--- config.mk ---
export PLATFORM = sky130hd
export DESIGN_NAME = partoserial
export DESIGN_NICKNAME = d
export VERILOG_FILES = /design/src/rtl/partoserial.sv
export SDC_FILE = /design/constraint.sdc
export NUM_CORES = 1
export LEC_CHECK = 0
export ABC_CLOCK_PERIOD_IN_PS = 4000
export BUFFER_PORTS_ARGS = -buffer_cell sky130_fd_sc_hd__buf_2
export CAP_MARGIN = 5
export CORE_MARGIN = 1
export CORE_UTILIZATION = 40
export DETAILED_ROUTE_END_ITERATION = 8
export GPL_TIMING_DRIVEN = 1
export PLACE_DENSITY = 0.68
export SYNTH_ARGS = -nofsm -noshare
export SYNTH_HDL_FRONTEND = slang
export SYNTH_SLANG_ARGS = --single-unit
--- constraint.sdc ---
create_clock -name clk_8f -period 4 [get_ports clk_8f]
set_input_delay 0.8 -clock clk_8f [delete_from_list [all_inputs] [get_ports clk_8f]]
set_output_delay 0.8 -clock clk_8f [all_outputs]
set_load 0.05 [all_outputs]
--- src/rtl/partoserial.sv ---
// Byte-to-serial transmitter: MSB-first, one bit per clk_8f, comma fill on idle slots, comma training burst after reset.
// Optional: define COMMA_DROP_EN to consume accepted COMMA bytes without sending them and pulse err_comma.
module partoserial #(
  parameter logic [7:0]  COMMA     = 8'hBC,
  parameter int unsigned TRAIN_CNT = 4
) (
  input  logic       clk_8f,
  input  logic       reset_L,
  input  logic [7:0] data_in,
  input  logic       valid_in,
  output logic       ready_out,
  output logic       out,
  output logic       active,
  output logic       err_comma
);

  typedef enum logic {TRAIN, RUN} state_t;

  localparam logic [3:0] TRAIN_LIM = 4'(TRAIN_CNT);

  state_t     state_q, state_d;
  logic [7:0] shift_q, shift_d;
  logic [2:0] bit_cnt_q, bit_cnt_d;
  logic [3:0] train_cnt_q, train_cnt_d;
  logic [7:0] hold_q, hold_d;
  logic       hold_full_q, hold_full_d;
  logic       err_q, err_d;

  logic boundary;
  logic xfer;
  logic drop;

  assign boundary  = (bit_cnt_q == 3'd7);
  assign ready_out = !hold_full_q || (boundary && state_q == RUN);
  assign xfer      = valid_in && ready_out;

`ifdef COMMA_DROP_EN
  assign drop = xfer && (data_in == COMMA);
`else
  assign drop = 1'b0;
`endif

  assign out       = shift_q[7];
  assign active    = (state_q == RUN);
  assign err_comma = err_q;

  always_comb begin
    state_d     = state_q;
    shift_d     = {shift_q[6:0], 1'b0};
    bit_cnt_d   = bit_cnt_q + 3'd1;
    train_cnt_d = train_cnt_q;
    hold_d      = hold_q;
    hold_full_d = hold_full_q;
    err_d       = drop;

    if (boundary) begin
      bit_cnt_d = 3'd0;
      if (state_q == TRAIN) begin
        shift_d     = COMMA;
        train_cnt_d = train_cnt_q + 4'd1;
        if (train_cnt_q + 4'd1 == TRAIN_LIM) begin
          state_d = RUN;
        end
      end else if (hold_full_q) begin
        shift_d     = hold_q;
        hold_full_d = 1'b0;
      end else begin
        shift_d = COMMA;
      end
    end

    // A byte accepted on the same edge the hold drains refills it, so no comma gap appears.
    if (xfer && !drop) begin
      hold_d      = data_in;
      hold_full_d = 1'b1;
    end
  end

  always_ff @(posedge clk_8f or negedge reset_L) begin
    if (!reset_L) begin
      state_q     <= TRAIN;
      shift_q     <= 8'h00;
      bit_cnt_q   <= 3'd7;
      train_cnt_q <= 4'd0;
      hold_q      <= 8'h00;
      hold_full_q <= 1'b0;
      err_q       <= 1'b0;
    end else begin
      state_q     <= state_d;
      shift_q     <= shift_d;
      bit_cnt_q   <= bit_cnt_d;
      train_cnt_q <= train_cnt_d;
      hold_q      <= hold_d;
      hold_full_q <= hold_full_d;
      err_q       <= err_d;
    end
  end

endmodule

Word-level counts from Yosys, hierarchy flattened
Cells that the tools add are included.

storage, ports and cells
  flip-flop bits (word level) = 25
  latch bits = 0
  RAM bits = 0
  ROM bits = 0
  bits of input ports = 11
  output and inout port bits = 4
  memories = 0

cells by class
  add/subtract/negate cells = 2
  $mul = 0
  div/mod/pow operators = 0
  magnitude comparators = 0
  eq/ne operators = 2
  shift-type cells = 0
  muxes and demuxes = 9
  bitwise logic cells = 1
  reduce and logical (&&, ||, !) cells = 8

operators by type and width
  operator                                       number
  two-way mux 8 bit                              3
  two-way mux 1 bit                              5
  adder 4 x 1 -> 4 bit, second input constant    1
  == test 4 x 3 -> 1 bit, second input constant  1
  AND reduction 2 bit                            2
  nonzero test 2 bit                             2
  adder 3 x 1 -> 3 bit, second input constant    1
  == test 3 bit, second input constant           1
  two-way mux 3 bit                              1
  logical AND 1 bit                              2
  logical NOT 1 bit                              1
  logical OR 1 bit                               1
  inverter 1 bit                                 1

Logic depth before layout (Yosys ltp)
  depth in word-level cells = 6
  mapped depth = 6
  depth with buffers taken out = 5

Worst setup path before layout
No wires, ideal clock.

  path kind = register to output
  start = reg bit_cnt_q[0]
  end = out ready_out
  data arrival time = 1.168 ns
  data required time = 3.200 ns
  slack = 2.032 ns
  stages on the path, launching flop included = 5
  cell sequence = dfstp_2 ha_1 ha_1 buf_6 a21bo_4

between the ends
  cells in the longest elaborated chain, start to end = 3

RTL lines
  item                      RTL line  source
  start: declaration        23        logic [2:0] bit_cnt_q, bit_cnt_d;
  start signal: assignment  91        bit_cnt_q <= bit_cnt_d;
  == test 3 bit             33        assign boundary = (bit_cnt_q == 3'd7);
  logical AND 1 bit         34        assign ready_out = !hold_full_q || (boundary && state_q == RUN);
  logical OR 1 bit          34
  end: declaration          11        output logic ready_out,

No other way between the ends.

Final worst setup path
Same ends and word-level chain as after synthesis.

==> flow_summary.yaml <==
floorplanning:
  dieArea_mm2: 0.00279
  rows: 18
  ioPinCount: 15
  core_area_mm2: 0.00245
  start_util_pct: 42.1
  die_h_um: 52.8
  die_x_um: 52.8
clock_tree:
  worstSkewPairLatency_ps: 310
  cts-resized-gates: 0
  path_clk_slew_ps: 120
  ctsRootBufferMaster: "clkbuf_4"
  cts_setup_buffers: 0
  h-tree-depth: 1
  cts_tree: "yes"
  clockBufferDepth: 2
  hold_buffers: 0
  cts-buffers-inserted: 3
  cts_num_sinks: 25
drt:
  drt_iter0_markers: 4
  wl_per_cell_um: 12.1
  first_pass_iters: 4
  num_vias: 587
  ant_nets: 0
  drc: 0
  viasPerCell: 4.81
  drt_wl_total_mm: 1.48
critical_path:
  arrival_ps: 2070
  ff2ff_path_depth: 5
  cp-startpoint: "bit_cnt_q[0]"
  slowest_delay_ps: 550
  cp_cell_sequence: "ha_1, ha_1, a21bo_4, buf_2"
  cp_top_family: "adder cells"
  critPathRequiredTime_ps: 3200
  r2r_start: "bit_cnt_q[0]"
  regToRegSetupSlack_ps: 2000
  r2r-end: "hold_q[7]"
  cp_max_fo: 19
  path_buf_inv: 1
  cp-start-kind: "register"
  cp_common_cell: "ha_1"
  worst-setup-path-type: "register to output pin"
  cpMaxStageDelayCell: "dfstp_2"
  crit_path_end_kind: "output pin"
sta:
  skew_ps: 0.735
  hold_viol: 0
  fmax_mhz: 348
  tightestPinTransition_ps: 617
  finalWorstSetupSlack_ps: 1130
  rsz0062_at_grt: "no"
  tns_ps: 0
  hold_slack_ps: 443
  slew-limit-headroom_pct: 58.9
  fin_crit_sh_pct: 71.8
  period_needed_ps: 2870
  slew_violations: 0
  setup_viol: 0
global_route:
  grt_pass1_wl_mm: 2.45
  grt_max_degree: 26
  grtUsageTotal_pct: 12.3
  grt_pass1_vias: 545
  grt_overflow_total: 0
  grt_antenna_before_repair: 0
worst_hold_path:
  hold_path.class: "input pin to asynchronous set/reset pin"
placement:
  place_ws_ps: 1490
  gp_congestion: 0.757
  hpwl_mm: 1.07
  io_buffers: 13
final_layout:
  mostFrequentLayoutCells: "22 x dfrtp_1, 13 x nor2_1, 13 x buf_2"
  drive_gt1_share_pct: 32.6
  area_growth_pct: 10.2
  multi_input_area_um2: 369
  ff_latch_area_um2: 629
  layout_commonest_cell: "dfrtp_1"
  diodes: 0
  fillers: 229
  final_nets: 107
synth:
  synth_warnings: 0
  ys_seq_area_share_pct: 60.9
  netlist_area_mm2: 0.00103
  postSynthNetCount: 92
  yosysTopAreaCell: "dfrtp_1"
  synth_cell_type_count: 22
  ys_seq_elements: 25
  synth.top_cell.area_share_pct: 53.3
  synthTopCellsByArea: "dfrtp_1 53%, mux2_4 12%, dfstp_2 7.6%"
  syn_area_per_cell_um2: 13.2
  synth_cells: 78
power_and_ir_drop:
  powerDensity_mw_per_mm2: 387
  p_leak_nw: 0.571
  p_total_uw: 440
  peakVddDrop_v: 0.000267
job:
  max-cap-violations: 0
outcome:
  status: "complete, no violations"
[state kept, by name (all words and copies together), names as in the netlist]
register     flops
hold_q           8
shift_q          8
bit_cnt_q        3
hold_full_q      1
train_cnt_q      4
active           1
[worst register-to-register path, delay by kind of cell (launching register included)]
family / cells / cell delay (ps)
flip-flops: 1 / 550
AND/OR/NAND/NOR: 1 / 90
multiplexers: 1 / 310
AO/OA/AOI/OAI: 1 / 260
adder cells (fa/ha/maj): 2 / 680
[cell families (layout without fill, tap and decap cells)]
family                   after synthesis  after routing  synth area share, %
buffers and inverters                  6             20                 3.39
other                                  1              1                0.363
XOR/XNOR                               3              3                 2.54
AO/OA/AOI/OAI                          9              9                 5.93
flip-flops                            25             25                 60.9
adder cells (fa/ha/maj)                3              3                 3.63
multiplexers                           9              9                 12.7
AND/OR/NAND/NOR                       22             22                 10.5
[metrics by stage]
stage               std cells  area [um2]  util [%]
global placement          118        1110      45.3
detailed placement        118        1110      45.3
floorplan                  78        1030         -
CTS                       122        1140      46.4
finish                    122        1140      46.4
global route              122        1140      46.4
[layout make-up]
type,count,area share [%]
sequential,25,55.3
clock buffer,4,2.31
inverter,3,0.989
timing repair buffer,13,5.71
tap,30,3.30
multi-input combinational,47,32.4
[worst max-delay path by stage]
stage	endpoint	cells after the start
floorplan	ready_out	4
global placement	ready_out	4
detailed placement	ready_out	4
CTS	ready_out	4
global route	ready_out	4
finish	ready_out	4
[report_power, final]
part	internal, mW	switching [mW]	total (mW)
Combinational	0.0257	0.0269	0.0525
Sequential	0.271	0.00832	0.279
Clock	0.0390	0.0693	0.108
[cells in the mapped netlist]
master / instances
o31ai_1: 1
mux2_2: 1
inv_1: 3
ha_1: 3
or2b_1: 1
xnor2_1: 1
nor2_1: 13
buf_4: 1
dfstp_2: 3
conb_1: 1
nand4_1: 1
nand2_1: 5
buf_2: 1
a21bo_4: 1
dfrtp_1: 22
nand2_8: 1
a21oi_1: 5
buf_6: 1
xor2_1: 2
mux2_4: 8
o22ai_1: 2
and2b_1: 1
[layer usage]
layer	share of wire, %	track usage (%)	vias up
li1	-	-	284
met1	46	15.9	291
met2	50	20.5	9
met3	2.3	1.74	3
met4	1.6	5.26	0
met5	0	0	-
No activity file was read; power rests on OpenSTA's default activity.
